<file path="src/rtl/alien_formation.sv">
// Invader formation: marches 3x5 aliens sideways, descends at the screen edges,
// removes aliens on kill requests and parks dead ones off-screen for the mapper.
module alien_formation #(
    parameter int COLS     = 5,
    parameter int ROWS     = 3,
    parameter int ALIEN_W  = 24,
    parameter int ALIEN_H  = 16,
    parameter int GAP_X    = 16,
    parameter int GAP_Y    = 12,
    parameter int X_START  = 100,
    parameter int Y_START  = 40,
    parameter int STEP_X   = 2,
    parameter int STEP_Y   = 8,
    parameter int X_MIN    = 0,
    parameter int X_MAX    = 639,
    parameter int Y_LIMIT  = 440,
    parameter int MOVE_DIV = 4
) (
    input  logic                   Clk,
    input  logic                   Reset,
    input  logic                   frame_clk,
    input  logic                   kill,
    input  logic [3:0]             kill_idx,
    output logic [9:0]             AlienX      [ROWS*COLS],
    output logic [9:0]             AlienY      [ROWS*COLS],
    output logic [9:0]             Alien_sizeX [ROWS*COLS],
    output logic [9:0]             Alien_sizeY [ROWS*COLS],
    output logic [ROWS*COLS-1:0]   alive,
    output logic                   all_dead,
    output logic                   invaded
);
    localparam int N     = ROWS * COLS;
    localparam int PX    = ALIEN_W + GAP_X;
    localparam int PY    = ALIEN_H + GAP_Y;
    localparam int DIV_W = (MOVE_DIV > 1) ? $clog2(MOVE_DIV) : 1;

    localparam logic signed [11:0] XMAX_S = 12'(X_MAX);
    localparam logic signed [11:0] XMIN_S = 12'(X_MIN);
    localparam logic signed [11:0] YLIM_S = 12'(Y_LIMIT);

    typedef enum logic {MARCH, HALTED} state_t;

    state_t             state;
    logic [9:0]         org_x, org_y;
    logic               dir;
    logic [DIV_W-1:0]   div_cnt;
    logic [2:0]         sync;
    logic               tick;

    logic [COLS-1:0]    col_alive;
    logic [ROWS-1:0]    row_alive;
    int                 cmin, cmax, rmax;
    logic signed [11:0] right_sum, left_sum, bottom_sum;
    logic               descend;

    // sync[0..1] is the synchronizer, sync[2] the edge-detect history
    assign tick     = sync[1] & ~sync[2];
    assign all_dead = (alive == '0);

    always_comb begin
        col_alive = '0;
        row_alive = '0;
        for (int i = 0; i < N; i++) begin
            if (alive[i]) begin
                col_alive[i % COLS] = 1'b1;
                row_alive[i / COLS] = 1'b1;
            end
        end
        cmin = 0;
        cmax = 0;
        rmax = 0;
        for (int c = COLS - 1; c >= 0; c--)
            if (col_alive[c]) cmin = c;
        for (int c = 0; c < COLS; c++)
            if (col_alive[c]) cmax = c;
        for (int r = 0; r < ROWS; r++)
            if (row_alive[r]) rmax = r;
    end

    // Edge sums are done in 12-bit signed so a step past 0 or 1023 cannot wrap
    always_comb begin
        right_sum  = 12'(org_x) + 12'(cmax * PX + ALIEN_W - 1 + STEP_X);
        left_sum   = 12'(org_x) + 12'(cmin * PX) - 12'(STEP_X);
        bottom_sum = 12'(org_y) + 12'(STEP_Y + rmax * PY + ALIEN_H - 1);
        descend    = dir ? (left_sum < XMIN_S) : (right_sum > XMAX_S);
    end

    always_ff @(posedge Clk) begin
        if (Reset) begin
            sync    <= '0;
            org_x   <= 10'(X_START);
            org_y   <= 10'(Y_START);
            dir     <= 1'b0;
            div_cnt <= '0;
            alive   <= '1;
            state   <= MARCH;
            invaded <= 1'b0;
        end else begin
            sync <= {sync[1:0], frame_clk};
            if (kill && int'(kill_idx) < N)
                alive[kill_idx] <= 1'b0;
            case (state)
                MARCH: begin
                    if (all_dead) begin
                        state <= HALTED;
                    end else if (tick) begin
                        if (div_cnt != DIV_W'(MOVE_DIV - 1)) begin
                            div_cnt <= div_cnt + DIV_W'(1);
                        end else begin
                            div_cnt <= '0;
                            if (descend) begin
                                org_y <= org_y + 10'(STEP_Y);
                                dir   <= ~dir;
                                if (bottom_sum >= YLIM_S) begin
                                    invaded <= 1'b1;
                                    state   <= HALTED;
                                end
                            end else if (dir) begin
                                org_x <= org_x - 10'(STEP_X);
                            end else begin
                                org_x <= org_x + 10'(STEP_X);
                            end
                        end
                    end
                end
                default: ;
            endcase
        end
    end

    for (genvar i = 0; i < N; i++) begin : g_alien
        assign AlienX[i]      = alive[i] ? org_x + 10'((i % COLS) * PX) : 10'h3FF;
        assign AlienY[i]      = alive[i] ? org_y + 10'((i / COLS) * PY) : 10'h3FF;
        assign Alien_sizeX[i] = 10'(ALIEN_W - 1);
        assign Alien_sizeY[i] = 10'(ALIEN_H - 1);
    end
endmodule

</file>
<file path="config.mk">
export PLATFORM = sky130hd
export DESIGN_NAME = alien_formation
export DESIGN_NICKNAME = d
export VERILOG_FILES = /design/src/rtl/alien_formation.sv
export SDC_FILE = /design/constraint.sdc
export NUM_CORES = 1
export LEC_CHECK = 0
export BUFFER_PORTS_ARGS = -buffer_cell sky130_fd_sc_hd__buf_4
export CAP_MARGIN = 20
export CORE_AREA = 2 2 244 246
export CTS_BUF_LIST = sky130_fd_sc_hd__clkbuf_8
export CTS_CLUSTER_SIZE = 28
export DETAILED_ROUTE_END_ITERATION = 7
export DIE_AREA = 0 0 246 248
export GPL_TIMING_DRIVEN = 0
export REMOVE_ABC_BUFFERS = 1
export SLEW_MARGIN = 30
export SYNTH_ARGS = -nofsm -noshare
export SYNTH_HDL_FRONTEND = slang
export SYNTH_SLANG_ARGS = --single-unit
</file>
<file path="constraint.sdc">
create_clock -name Clk -period 9.8 [get_ports Clk]
set_input_delay 0.98 -clock Clk [delete_from_list [all_inputs] [get_ports Clk]]
set_output_delay 0.98 -clock Clk [all_outputs]
set_load 0.005 [all_outputs]
</file>
# Word level (Yosys, flattened, before mapping)
# Index checks and enable logic that the tools add are counted.
[op_classes]
add_sub_neg = 20
n_mul = 3
div = 0
n_lt_le_gt_ge = 6
n_eq_ne = 1
shift = 0
mux = 77
n_bitwise = 9
reduce_logical = 7
[op_table]
columns = ["operator", "n"]
rows = [
  ["$mux W10", 31],
  ["$mux W32", 8],
  ["$mul A32 B4 Y9 const B", 2],
  ["$add A10 B12 Y12", 3],
  ["$sub A12 B2 Y12 const B", 3],
  ["$mux W1", 35],
  ["$mul A32 B4 Y10 const B", 1],
  ["$add A12 B6 Y12 const B", 2],
  ["$add A10 B6 Y10 const B", 2],
  ["$add A10 B7 Y10 const B", 2],
  ["$and A15 B15 Y15", 1],
  ["$logic_not A15 Y1", 1],
  ["$not A15 Y15", 1],
  ["$add A12 B3 Y12 const B", 1],
  ["$add A5 B12 Y12 const A", 1],
  ["$ge A12 B10 Y1 const B", 1],
  ["$gt A12 B11 Y1 const B", 1],
  ["$lt A12 B1 Y1 const B", 1],
  ["$add A10 B2 Y10 const B", 1],
  ["$add A10 B4 Y10 const B", 1],
  ["$add A10 B5 Y10 const B", 1],
  ["$add A10 B8 Y10 const B", 1],
  ["$reduce_and A5 Y1", 2],
  ["$sub A10 B2 Y10 const B", 1],
  ["other kinds (13)", 19],
]
[totals]
ff_bits = 43
latch_bits = 0
ramBits = 0
mem_bits_ro = 0
in_bits = 8
out_inout_bits = 617
word_cells = 131
n_memories = 0

# Logic depth before layout (Yosys ltp)
[logic_depth]
word_depth = 19
mapped_depth = 20
ltp_nobuf = 19

# Worst setup path before layout
# Ideal clock, no wire load.
[synth_path]
kind = "register -> register"
start = "reg alive[6]"
end = "reg org_x[9]"
arrival_ns = 3.507
required_time_ns = 9.729
path_slack_ns = 6.223
path_stages_with_launch = 20
period_less_slack_ns = 3.577
cell_sequence = "dfxtp_1 -> clkbuf_1 -> nor3_1 -> o21ai_0 -> nand2_1 -> inv_1 -> ha_1 -> ha_1 -> ha_1 -> inv_1 -> ha_1 -> inv_1 -> ha_1 -> a21oi_1 -> nand4_1 -> o221ai_1 -> a21boi_1 -> clkbuf_1 -> o31ai_1 -> a21oi_1"
[synth_via]
elab_chain_cells = 15
word_cells_on_any_way = 23
[synth_rtl]
columns = ["element", "line_no", "rtl"]
rows = [
  ["start, declared", "28", "output logic [ROWS*COLS-1:0] alive,"],
  ["start signal, assigned", "95", "alive <= '1;"],
  ["start signal, assigned by index", "101", "alive[kill_idx] <= 1'b0;"],
  ["$mux W1 (2 in series)", "64", "if (alive[i]) begin"],
  ["$mux W1", "75", "if (col_alive[c]) cmax = c;"],
  ["$mux W32 (3 in series)", "75", ""],
  ["$mul A32 B4 Y9", "82", "right_sum = 12'(org_x) + 12'(cmax * PX + ALIEN_W - 1 + STEP_X);"],
  ["$add A12 B6 Y12", "82", ""],
  ["$sub A12 B2 Y12", "82", ""],
  ["$add A12 B3 Y12", "82", ""],
  ["$add A10 B12 Y12", "82", ""],
  ["$gt A12 B11 Y1", "85", "descend = dir ? (left_sum < XMIN_S) : (right_sum > XMAX_S);"],
  ["$mux W1", "85", ""],
  ["$not A1 Y1 (no line)", "-", ""],
  ["$reduce_and A5 Y1 (no line) (*)", "-", ""],
  ["end signal, assigned", "91", "org_x <= 10'(X_START);"],
  ["end signal, assigned", "119", "org_x <= org_x - 10'(STEP_X);"],
  ["end signal, assigned", "121", "org_x <= org_x + 10'(STEP_X);"],
  ["end, declared", "44", "logic [9:0] org_x, org_y;"],
]
# Every way passes the cells marked *; elsewhere a longest branch is shown, timed or not.
# A chain may end at the register's enable or synchronous reset.

# Worst setup path in the final report
[layout_path]
start = "reg alive[7]"
end = "reg org_x[2]"
[layout_via]
elab_chain_cells = 14
word_cells_on_any_way = 23
[layout_rtl]
columns = ["element", "line_no"]
rows = [
  ["$mux W1 (2 in series)", "64"],
  ["$mux W32 (3 in series)", "75"],
  ["$mul A32 B4 Y9", "82"],
  ["$add A12 B6 Y12", "82"],
  ["$sub A12 B2 Y12", "82"],
  ["$add A12 B3 Y12", "82"],
  ["$add A10 B12 Y12", "82"],
  ["$gt A12 B11 Y1", "85"],
  ["$mux W1", "85"],
  ["$not A1 Y1 (no line)", "-"],
  ["$reduce_and A5 Y1 (no line) (*)", "-"],
]
# Marked as above.

==> flow_summary.yaml <==
outcome:
  outcome: "complete, no violations"
critical_path:
  critical_path.startpoint: "alive[7]"
  end_kind: "register"
  r2r-start: "alive[7]"
  crit_path_max_fanout: 13
  reg2reg_to: "org_x[2]"
  criticalPathCategory: "register to register"
  worst-endpoint-required_ps: 10000
  cp_data_arrival_time_ps: 4840
  timing.critical_path.from_type: "register"
  worstSetupEndpoint: "org_x[2]"
  reg2regPathDepth: 18
  ff2ff_setup_slack_ps: 5160
global_route:
  grt_start_max_net_pins: 22
  number_of_global_route_vias_before_repair: 5603
  grt_antenna_before_repair: 3
  first_pass_grt_wire_length_um: 42900
  grt_util_all_layers_pct: 10.0
  grt-ovfl-total: 0
sta:
  final_hold_viol_count: 0
  maxSlewHeadroom_pct: 35.3
  worst_pin_slew_ps: 968
  setup_viol: 0
  achievable-frequency_ghz: 0.215
  period_needed_ps: 4640
  maxSlewViolCount: 0
  totalNegativeSetupSlack_ps: 0
  min_period_over_period_pct: 47.4
  clock-skew-final_ps: 7.87
  grt_setup_unrepaired: "false"
clocking:
  clkTransAtPathRegs_ps: 90
  post_cts.resized_instances: 0
  clock_tree.root_cell: "clkbuf_8"
  post_cts_buffers: 0
  cts-hold-fix-buffers: 0
  cts.htree.levels: 2
  worst_skew_pair.late_latency_ps: 300
  numClockSinks: 39
  cts_buffer_depth: 2
  clock_tree_from_tritoncts: "yes"
  tritoncts.num_buffers: 5
logic_synthesis:
  yosysUniqueCellTypes: 63
  postSynth.topFlopCell: "dfxtp_1"
  synthesis.instances: 1067
  synth_enable_flop_cells: 0
  synth_seq_cells: 39
  synth.avg_cell_area_um2: 6.88
  async_flop_share_pct: 0
  seq_area_frac_synth_pct: 10.6
  yosys-top-cells-area: "buf_4, nand2_1, dfxtp_1"
  area_share_of_the_largest_cell_type_after_synthesis_pct: 35.4
  yosys_warnings: 0
  yosys.area.top_type: "buf_4"
  syn-cell-area_um2: 7340
route:
  firstDrtPassIters: 4
  antenna_violating_nets_post_route: 0
  postRouteWirelength_um: 33700
  iteration_0_drc_markers: 293
  drt_drc: 0
  wire_per_inst_um: 16.1
  drt-vias-per-instance: 3.23
  vias: 6754
placement:
  port_buffers: 319
  detailed_place.area_um2: 9410
  hpwl_um: 26500
  placed_cells_incl_taps: 2084
  routabilityCongestion: 0.713
layout:
  finish.net_count: 1386
  proportion_of_layout_cells_with_a_drive_suffix_above_1_pct: 28.4
  stdcell_count: 2092
  finalInstanceArea_um2: 9520
  area_overhead_of_the_layout_relative_to_synthesis_pct: 29.7
  diode_count: 0
  final_util_pct: 16.3
floorplan:
  io_pins: 625
  die_y_um: 248
  dieWidth_um: 246
  number_of_rows_in_the_core_area: 89
  floorplan.initialDensity_pct: 12.6
  core_area_um2: 58500
  die_area_um2: 61000
job:
  max_cap_violations: 0
power:
  ir_drop_mv: 0.0340
  pwr_density_cell_nw_per_um2: 44.4
  report.power.total_mw: 0.422
  power.static_leakage_nw: 5.67
hold_path:
  hp_class: "register to register"
## worst max-delay path, cell delays in order, from the launching register on
cell      delay [ps]
dfxtp_2          610
inv_1            220
nand3_1          320
o21ai_0          120
nand2_1          110
inv_1             50
ha_1             170
ha_1             180
ha_1             270
inv_1             40
ha_1             260
inv_1             40
ha_1             320
a21oi_1          160
nand4_1          110
o221ai_1         360
a21boi_1         840
o21ai_1          150
a21o_1           210
## metrics by stage
| step | hold slack, ps | setup WS [ps] |
|---|---|---|
| 4_1_cts | 480 | 5130 |
| 3_3_place_gp | 440 | 3870 |
| 2_1_floorplan | 414 | 5940 |
| 6_report | 484 | 5160 |
| 3_5_place_dp | 448 | 5150 |
| 5_1_grt | 512 | 4850 |
## registers in the layout (all words and copies together), names as in the netlist
| signal | count |
|---|---|
| invaded | 1 |
| sync | 3 |
| dir | 1 |
| state | 1 |
| org_x | 9 |
| alive | 15 |
| org_y | 7 |
| div_cnt | 2 |
## power breakdown
group / switching, mW / internal [mW]
sequential: 0.00734 / 0.161
combinational: 0.0693 / 0.0392
clock: 0.0696 / 0.0761
## Yosys cell counts, drive strengths merged, types with 3 or more instances
master	count
inv	52
xnor2	29
and3	3
or2	3
o21a	3
fa	3
nand4	4
nand2b	45
a2111oi	3
nand3	19
nor2b	4
ha	57
mux2i	5
xor2	13
or4	4
o21ai	35
clkbuf	27
clkinv	6
a21oi	27
buf	369
nor3	16
a211oi	7
dfxtp	39
nand2	232
nand3b	6
nor2	26
## cell families (layout without fill, tap and decap cells)
kind of cell / count (synthesis) / after routing / synth area share [%]
compound gates: 92 / 92 / 8.13
xor+xnor: 42 / 42 / 5.01
fa+ha+maj: 60 / 60 / 10.5
buf+inv: 454 / 400 / 41.2
flops: 39 / 39 / 10.6
mux: 5 / 5 / 0.682
other cells: 2 / 308 / 0.102
simple gates: 373 / 373 / 23.7
## cell type report
class / count / area [µm²]
clock inverters: 3 / 43.8
repair buffers: 334 / 2740
clock buffers: 5 / 68.8
multi-input cells: 880 / 4680
well taps: 773 / 967
flip-flops and latches: 39 / 800
inverters: 58 / 218
fillers: 6740 / 48900
## layer usage
metal / global-route usage (%) / vias to the layer above / part of all wire, %
met3: 1.52 / 18 / 6.8
met2: 18.5 / 382 / 50
met4: 1.41 / 0 / 1.3
li1: - / 3207 / -
met1: 12.5 / 3147 / 42
met5: 0 / - / 0
## cell usage in the layout, fill, tap and decap left out, types with 2 or more instances in the layout
cell	count
buf_16	6
nand2_1	230
xnor2_1	29
nor2_1	24
o21a_1	3
or2_2	3
o21bai_1	2
or4_1	4
clkinv_1	6
and3_1	3
mux2i_1	5
nor3b_1	2
o311ai_1	2
nand3b_1	6
a21oi_1	26
xor2_1	13
conb_1	308
a21o_1	2
nand3_1	18
buf_12	9
nor3_1	16
o21ai_0	28
dfxtp_2	15
ha_1	57
dfxtp_1	24
a211oi_1	6
inv_1	52
a2111oi_2	2
nand4b_1	2
nand2b_1	45
clkbuf_8	5
nor2b_1	4
buf_4	319
o21ai_1	7
nand4_1	3
fa_1	3
## how the worst min path moves through the flow
stage / startpoint / endpoint / cells past startpoint
2_1_floorplan: sync[0] / sync[1] / 1
3_3_place_gp: invaded / invaded / 2
3_5_place_dp: invaded / invaded / 2
4_1_cts: invaded / invaded / 2
5_1_grt: invaded / invaded / 2
6_report: invaded / invaded / 2
(Power assumes the default switching activity.)
